**src/rtl/aoc_grid_pkg.sv**
```systemverilog
// rtl/aoc_grid_pkg.sv - shared grid types: move directions, coordinate and record layouts
package aoc_grid_pkg;

    // One-hot move encodings as produced by the direction decoder.
    typedef enum logic [3:0] {
        N_DIR = 4'b1000,
        E_DIR = 4'b0100,
        S_DIR = 4'b0010,
        W_DIR = 4'b0001
    } dir_t;

    localparam int DEFAULT_POSITION_WIDTH = 16;
    localparam int DEFAULT_AGENT_WIDTH    = 1;

    typedef logic [DEFAULT_POSITION_WIDTH-1:0] position_t;

    // Record layout at default widths; the tracker mirrors it with its own parameter widths.
    typedef struct packed {
        logic [DEFAULT_AGENT_WIDTH-1:0] agent;
        position_t                      x;
        position_t                      y;
    } pos_record_t;

    // Agent index width, never narrower than one bit so a single agent still has a port.
    function automatic int agent_width(input int num_agents);
        return (num_agents > 1) ? $clog2(num_agents) : 1;
    endfunction

    // A move is usable only when exactly one direction bit is set.
    function automatic logic dir_is_legal(input logic [3:0] dir);
        return $onehot(dir);
    endfunction

endpackage

```
**src/rtl/sync_fifo.sv**
```systemverilog
// rtl/sync_fifo.sv - first-word-fall-through synchronous FIFO with full/empty flags
module sync_fifo #(
    parameter int WIDTH = 8,
    parameter int DEPTH = 4
) (
    input  logic             clk,
    input  logic             reset,
    input  logic             wr_en,
    input  logic [WIDTH-1:0] wr_data,
    output logic             full,
    input  logic             rd_en,
    output logic [WIDTH-1:0] rd_data,
    output logic             empty
);
    localparam int AW = $clog2(DEPTH);

    logic [WIDTH-1:0] mem [DEPTH];
    logic [AW:0]      wr_ptr;
    logic [AW:0]      rd_ptr;
    logic             do_wr;
    logic             do_rd;

    // Extra pointer bit distinguishes full from empty when the index bits match.
    assign full    = (wr_ptr[AW] != rd_ptr[AW]) && (wr_ptr[AW-1:0] == rd_ptr[AW-1:0]);
    assign empty   = (wr_ptr == rd_ptr);
    assign do_wr   = wr_en && !full;
    assign do_rd   = rd_en && !empty;
    assign rd_data = mem[rd_ptr[AW-1:0]];

    // Pointer registers; reset discards any stored records.
    always_ff @(posedge clk) begin
        if (reset) begin
            wr_ptr <= '0;
            rd_ptr <= '0;
        end else begin
            if (do_wr) wr_ptr <= wr_ptr + 1'b1;
            if (do_rd) rd_ptr <= rd_ptr + 1'b1;
        end
    end

    // Storage array; contents need no reset because the pointers gate visibility.
    always_ff @(posedge clk) begin
        if (do_wr) mem[wr_ptr[AW-1:0]] <= wr_data;
    end

endmodule

```
**src/rtl/multi_agent_position_tracker.sv**
```systemverilog
// rtl/multi_agent_position_tracker.sv - round-robin grid position tracker with buffered record output
module multi_agent_position_tracker
    import aoc_grid_pkg::*;
#(
    parameter int  POSITION_WIDTH = 16,
    parameter int  NUM_AGENTS     = 2,
    parameter int  FIFO_DEPTH     = 4,
    localparam int AGENT_WIDTH    = agent_width(NUM_AGENTS)
) (
    input  logic                      clk,
    input  logic                      reset,
    input  logic                      shift_valid,
    output logic                      shift_ready,
    input  logic [3:0]                shift_direction,
    output logic                      pos_valid,
    input  logic                      pos_ready,
    output logic [AGENT_WIDTH-1:0]    pos_agent,
    output logic [POSITION_WIDTH-1:0] pos_x,
    output logic [POSITION_WIDTH-1:0] pos_y,
    output logic                      pos_error,
    output logic [31:0]               moves_accepted
);
    typedef logic [POSITION_WIDTH-1:0] coord_t;

    typedef struct packed {
        logic [AGENT_WIDTH-1:0] agent;
        coord_t                 x;
        coord_t                 y;
    } rec_t;

    coord_t                 agent_x [NUM_AGENTS];
    coord_t                 agent_y [NUM_AGENTS];
    logic [AGENT_WIDTH-1:0] ptr;
    logic                   origin_pending;
    logic                   fifo_full;
    logic                   fifo_empty;
    logic                   accept;
    logic                   legal;
    logic                   fifo_wr;
    coord_t                 cur_x;
    coord_t                 cur_y;
    coord_t                 step_x;
    coord_t                 step_y;
    coord_t                 next_x;
    coord_t                 next_y;
    rec_t                   wr_rec;
    rec_t                   rd_rec;

    // Ready depends only on registered state, never on the downstream pos_ready.
    assign shift_ready = !origin_pending && !fifo_full;
    assign accept      = shift_valid && shift_ready;
    assign legal       = dir_is_legal(shift_direction);
    assign cur_x       = agent_x[ptr];
    assign cur_y       = agent_y[ptr];
    assign next_x      = cur_x + step_x;
    assign next_y      = cur_y + step_y;
    assign fifo_wr     = origin_pending || (accept && legal);

    // Per-axis step: all-ones is -1, so one adder per axis covers both directions with wrap.
    always_comb begin
        step_x = '0;
        step_y = '0;
        case (shift_direction)
            N_DIR:   step_y = coord_t'(1);
            S_DIR:   step_y = '1;
            E_DIR:   step_x = coord_t'(1);
            W_DIR:   step_x = '1;
            default: ;
        endcase
    end

    // The origin record takes the first write slot; afterwards records carry the moved agent.
    always_comb begin
        wr_rec = '0;
        if (!origin_pending) begin
            wr_rec.agent = ptr;
            wr_rec.x     = next_x;
            wr_rec.y     = next_y;
        end
    end

    // Control state: origin flag, round-robin pointer, sticky error and saturating move count.
    always_ff @(posedge clk) begin
        if (reset) begin
            origin_pending <= 1'b1;
            ptr            <= '0;
            pos_error      <= 1'b0;
            moves_accepted <= '0;
        end else begin
            origin_pending <= 1'b0;
            if (accept) begin
                ptr <= (ptr == AGENT_WIDTH'(NUM_AGENTS - 1)) ? '0 : ptr + AGENT_WIDTH'(1);
                if (moves_accepted != '1) moves_accepted <= moves_accepted + 32'd1;
                if (!legal) pos_error <= 1'b1;
            end
        end
    end

    // Agent positions; an illegal move consumes its slot but leaves the agent in place.
    always_ff @(posedge clk) begin
        if (reset) begin
            for (int i = 0; i < NUM_AGENTS; i++) begin
                agent_x[i] <= '0;
                agent_y[i] <= '0;
            end
        end else if (accept && legal) begin
            agent_x[ptr] <= next_x;
            agent_y[ptr] <= next_y;
        end
    end

    sync_fifo #(
        .WIDTH ($bits(rec_t)),
        .DEPTH (FIFO_DEPTH)
    ) u_fifo (
        .clk     (clk),
        .reset   (reset),
        .wr_en   (fifo_wr),
        .wr_data (wr_rec),
        .full    (fifo_full),
        .rd_en   (pos_valid && pos_ready),
        .rd_data (rd_rec),
        .empty   (fifo_empty)
    );

    assign pos_valid = !fifo_empty;
    assign pos_agent = rd_rec.agent;
    assign pos_x     = rd_rec.x;
    assign pos_y     = rd_rec.y;

endmodule

```
**config.mk**
```make
export PLATFORM = sky130hd
export DESIGN_NAME = multi_agent_position_tracker
export DESIGN_NICKNAME = d
export VERILOG_FILES = /design/src/rtl/aoc_grid_pkg.sv /design/src/rtl/sync_fifo.sv /design/src/rtl/multi_agent_position_tracker.sv
export SDC_FILE = /design/constraint.sdc
export NUM_CORES = 1
export LEC_CHECK = 0
export ABC_AREA = 1
export CORE_MARGIN = 2
export CORE_UTILIZATION = 54
export DETAILED_ROUTE_END_ITERATION = 6
export PLACE_DENSITY = 0.77
export REMOVE_ABC_BUFFERS = 1
export SLEW_MARGIN = 20
export SYNTH_ARGS = -nofsm -noshare
export SYNTH_HDL_FRONTEND = slang
export SYNTH_SLANG_ARGS = --single-unit
```
**constraint.sdc**
```tcl
create_clock -name clk -period 3.7 [get_ports clk]
set_input_delay 0.37 -clock clk [delete_from_list [all_inputs] [get_ports clk]]
set_output_delay 0.37 -clock clk [all_outputs]
set_load 0.01 [all_outputs]
```
### Yosys cells after proc, flatten, opt, wreduce, memory -nomap -nowiden

Memory sizes are Yosys's and may differ from the RTL's. A register that Yosys moved wholly into a read port is not among the register bits.
Cells that the tools add are included.

* memory bits (read-only): 0
* output and inout port bits: 68
* latch bits: 0
* bits of input ports: 8
* logic and storage cells: 66
* RAM bits: 196
* memories: 3
* register bits: 41

* equality and inequality tests: 9
* reduce and logical (&&, ||, !) cells: 15
* mux-type cells: 23
* shift-type cells: 0
* multipliers: 0
* bitwise logic cells: 1
* $add $sub $neg: 9
* divide/modulo/power cells: 0
* magnitude comparators: 0

Memory list
* u_fifo.mem: words 4, width 33, rd ports 1, clocked after Yosys merged registers in 1, write ports 1, line sync_fifo.sv:17 `logic [WIDTH-1:0] mem [DEPTH];`
* agent_x: words 2, width 16, rd ports 1, clocked after Yosys merged registers in 1, write ports 2, line multi_agent_position_tracker.sv:31 `coord_t agent_x [NUM_AGENTS];`
* agent_y: words 2, width 16, rd ports 1, clocked after Yosys merged registers in 1, write ports 2, line multi_agent_position_tracker.sv:32 `coord_t agent_y [NUM_AGENTS];`

Operators with widths (number)
* 16-bit one-hot mux with 2 select lines: 2
* 33-bit 2-to-1 mux: 1
* 16-bit adder: 2
* 32-bit by 1-bit adder with 32-bit output (second input constant): 1
* 16-bit 2-to-1 mux: 2
* 32-bit inequality test (second input constant): 1
* 16-bit OR reduction: 2
* 1-bit 2-to-1 mux: 16
* 1-bit logical AND: 7
* 3-bit by 1-bit adder with 3-bit output (second input constant): 2
* 1-bit by 1-bit adder with 2-bit output: 2
* 4-bit by 1-bit == test with 1-bit output (second input constant): 1
* 4-bit by 2-bit == test with 1-bit output (second input constant): 1
* 4-bit by 3-bit == test with 1-bit output (second input constant): 1
* 4-bit == test (second input constant): 1
* 2-bit 2-to-1 mux: 2
* 2-bit AND reduction: 2
* 2-bit by 2-bit adder with 3-bit output: 1
* 3-bit by 1-bit == test with 1-bit output (second input constant): 1
* 3-bit == test: 1
* 1-bit zero test: 3
* 2-bit == test: 1
* 1-bit adder (second input constant): 1
* 1-bit logical OR: 1
* 2 further kinds: 2

### Longest topological paths before layout

* word-level depth: 11
* depth in mapped cells: 15

### By module

From an unflattened synthesis, not the netlist that was laid out.

* cell total of the unflattened synthesis: 1304
* area, all modules: 12278.0 µm²

Modules (own cells, without submodules)
* multi_agent_position_tracker: cells an instance 910, area an instance 6884.1 µm², sequential area each 2642.5 µm², times used 1
* sync_fifo: cells an instance 394, area an instance 5393.9 µm², sequential area each 4124.0 µm², times used 1

### Least setup slack after synthesis

OpenSTA, ideal clock, no wires.

* kind: in2reg
* start: in shift_direction[0]
* end: mem u_fifo.mem[0][0] in the netlist's numbering (enable)
* data required time: 3277 ps
* path slack: -202 ps
* data arrival time: 3479 ps
* buffers on the path: 0
* stages: 10
* cells stage by stage: inv_1 fa_1 inv_1 ha_1 ha_1 nor3_1 nand4_1 nand2_1 nand2_1 nor2_1

* longest elaborated chain between the ends: 8

RTL lines
* start: declaration: line multi_agent_position_tracker.sv:14 `input logic [3:0] shift_direction,`
* 1-bit by 1-bit adder with 2-bit output (not written as such): line aoc_grid_pkg.sv:31 `return $onehot(dir);`
* 2-bit by 2-bit adder with 3-bit output (not written as such): line aoc_grid_pkg.sv:31
* 3-bit by 1-bit == test with 1-bit output: line aoc_grid_pkg.sv:31
* 1-bit logical AND: line multi_agent_position_tracker.sv:57 `assign fifo_wr = origin_pending || (accept && legal);`
* 1-bit logical OR: line multi_agent_position_tracker.sv:57
* 1-bit logical AND: line sync_fifo.sv:26 `assign do_wr = wr_en && !full;`
* 1-bit 2-to-1 mux: line sync_fifo.sv:43 `if (do_wr) mem[wr_ptr[AW-1:0]] <= wr_data;`
* 1-bit 2-to-1 mux (not written as such): line sync_fifo.sv:43
* end: declaration: line sync_fifo.sv:17

Every way passes these cells.

### Worst setup path in the final report

* start: in shift_direction[0]
* end: mem u_fifo.mem[0][4] in the netlist's numbering (enable)

Same word-level chain as after synthesis.

==> impl.org <==
** Die
- 76 I/O pins were placed.
- Effective utilization at floorplan :: 54.9%
- The floorplan has 54 rows.
- In this run the horizontal extent of the chip is 153 µm.
- The core region is 21800 µm².
- The die is 153 µm tall.
- The die covers 23300 µm².

** Global route
- Global routing consumed, over all layers together, 22.9% of the routing resources.
- Number of global-route vias before repair :: 8895
- Grt total ovfl :: 0
- Wire length of the first global-routing pass :: 44000 µm
- Antenna violations before repair :: 0
- Entering global routing, the biggest net connects 67 pins.

** Job
- Max Cap Viol :: 0

** STA
- The final count of hold timing violations is 0.
- Unrepaired setup endpoints after global routing :: false
- In this run the tightest slew margin relative to its limit is 31.7%.
- Between clock sinks in the finished design, the worst skew comes to 19.4 ps.
- Max Clk Rate :: 0.325 GHz
- Slew at the pin closest to its max-slew limit :: 1020 ps
- Setup violations remaining at the end of the flow were counted as 0.
- Number of max-slew violations in the final report :: 0
- Worst hold margin :: 479 ps
- Final critical-path required period :: 3080 ps
- Post-route clock period utilization :: 83.2%

** Detailed routing
- The first detailed-routing pass ran for 5 iterations.
- After detailed routing, the number of vias per cell comes to 5.53.
- For this block, the via count after detailed routing is 8945.
- Remaining routing DRC violations :: 0
- Antenna-violating nets left :: 0
- Routed wire length :: 26700 µm
- In the final routed layout, each cell accounts on average for 16.5 µm.
- In this run, the number of DRC markers left after iteration 0 of detailed routing was 592.

** Finish
- In the final layout, the multi-input gates occupy 4730 µm².
- Most used cells in the layout excluding fill and tap cells :: nand2_1 (260), nor2_1 (236), edfxtp_1 (196)
- Layout Utilization :: 63.8%
- Area delta synth->final :: 16.2%
- Fill cells in the final layout number 1756.
- Final net count :: 1372
- The library cell used most frequently in the layout, excluding fill and tap cells, is nand2_1.
- Final antenna diode count :: 0
- Share of post-route cells with drive strength above 1 :: 8.30%
- Combined flip-flop and latch cell area :: 6770 µm²

** Power
- Leakage power total :: 5.20 nW
- PD cells :: 481 nW/µm²
- Worst vdd ir :: 0.295 mV

** Clock tree
- CTS buffer count :: 24
- TritonCTS clock tree :: done
- No sink is reached through more buffers than the 3 on the longest clock path.
- Insertion delay of the later-clocked pin in the worst-skew pair :: 520 ps
- After clock tree synthesis, the setup repair step added 0 buffers.
- After clock tree synthesis, the clock-pin slew on the worst setup and hold paths is 60 ps.
- CTS built an H-tree with a depth of 1.
- Clock root buffer master :: clkbuf_16
- After clock tree synthesis, the repair step resized 0 gates.
- Clock sink count :: 240
- Hold_buf cts :: 0

** Placement
- Final weighted congestion in routability-driven placement :: 0.905
- Summed over all nets, the half-perimeter wirelength after detailed placement is 17400 µm.
- Number of buffers added on ports :: 75

** Worst setup path
- In this run the worst setup path begins at shift_direction[0].
- Type of element capturing the critical path :: flip-flop
- For the worst setup path, the data arrival time is 3280 ps.
- Nature of the critical path startpoint :: input pin
- The critical path is of the input pin to flip-flop type.
- For the worst setup path, the data required time is 3910 ps.
- Largest fanout on the critical path :: 21

** Synthesis
- Fraction of synthesized cell area taken by the top area cell type :: 49.3%
- Seq cells post-synth :: 240
- Cell count after synthesis :: 1245
- Of the synthesized area, sequential elements account for 56.6%.
- Synth async-reset ratio :: 0%
- In this run, distinct cell masters in the synthesized netlist total 33.
- Number of enable-type register cells in the synthesized netlist :: 196
- The synthesized design spends more area on one cell type than any other, namely edfxtp_1.
- By area the synthesized netlist is led by edfxtp_1 (49%), nand2_1 (8.2%), nor2_1 (7.5%), dfxtp_1 (7.4%), ha_1 (4.3%).
- Average footprint of a synthesized cell :: 9.60 µm²
- Most frequently used flop master after synthesis :: edfxtp_1
- Summing every instance area after synthesis gives 11900 µm².
- For this run, the number of Yosys warnings is 0.

** Worst hold path
- In this run the worst hold path is classified as flip-flop to flip-flop.
- In this run the most critical hold path is launched from u_fifo.rd_ptr[2].

** Run status
- Run status :: finished clean
[per-stage QoR]
stage	area, µm²	std cells	setup WS (ps)	TNS [ps]	total power [mW]
CTS	13900	1618	523	0	6.72
floorplan	11700	1201	-205	-26270	3.79
finish	13900	1618	623	0	6.68
global route	13900	1618	409	0	6.94
global placement	13100	1574	140	0	4.29
detailed placement	13100	1574	80.9	0	4.32
[layout make-up]
type,instances,area share (%)
Sequential cell,240,48.8
Clock inverter,11,0.775
Multi-Input combinational cell,890,34.1
Tap cell,280,2.52
Inverter,71,1.92
Timing Repair Buffer,93,7.01
Clock buffer,33,4.94
[final timing paths]
check / cells past startpoint / slack (ps) / endpoint
setup reg to reg: 13 / 830 / u_fifo.mem[3][10]
hold / removal: 2 / 480 / u_fifo.rd_ptr[2]
setup / recovery: 12 / 620 / u_fifo.mem[0][4]
hold reg to reg: 2 / 480 / u_fifo.rd_ptr[2]
[sequential cells by signal (all words and copies together) (netlist names), named ones only]
signal / flops
u_fifo.mem: 132
agent_x: 32
agent_y: 32
moves_accepted: 32
u_fifo.rd_ptr: 3
u_fifo.wr_ptr: 3
origin_pending: 1
pos_error: 1
ptr: 1
[report_power, final]
| part | internal [mW] | leakage [nW] | total [mW] | switching, mW |
|---|---|---|---|---|
| clock | 1.43 | 0.388 | 2.42 | 0.988 |
| sequential | 3.09 | 2.26 | 3.13 | 0.0428 |
| combinational | 0.444 | 2.55 | 1.13 | 0.686 |
[layer usage]
| layer | vias up | GRT usage [%] | wire length (µm) |
|---|---|---|---|
| met2 | 276 | 40.0 | 13300 |
| met4 | 0 | 7.94 | 697 |
| met1 | 4227 | 29.5 | 11300 |
| met5 | - | 0 | 0 |
| met3 | 45 | 3.07 | 1370 |
| li1 | 4397 | - | - |
[cell usage after synthesis (13+ instances only)]
| library cell | count |
|---|---|
| o22ai_1 | 33 |
| inv_1 | 69 |
| xnor2_1 | 13 |
| dfxtp_1 | 44 |
| nand3_1 | 27 |
| nand2_1 | 260 |
| a21oi_1 | 74 |
| o21ai_0 | 89 |
| clkbuf_1 | 29 |
| edfxtp_1 | 196 |
| nand3b_1 | 20 |
| mux2_2 | 30 |
| nor2_1 | 239 |
| xor2_1 | 20 |
| ha_1 | 41 |
[cells by family after synthesis]
group	after synthesis	share of synthesized area, %
xor+xnor	33	2.42
flops	240	56.6
mux	30	2.83
buf+inv	115	4.05
fa+ha+maj	44	4.80
simple gates	582	20.4
compound gates	201	8.87
[worst max-delay path: stages]
cell	delay (ps)
clkdlybuf4s50_1	480
inv_1	90
fa_1	550
inv_1	40
ha_1	170
ha_1	260
nor3_1	240
nand4_1	230
nand2_1	140
nand2_1	190
nor2_4	270
buf_12	220
(Power assumes the default switching activity.)
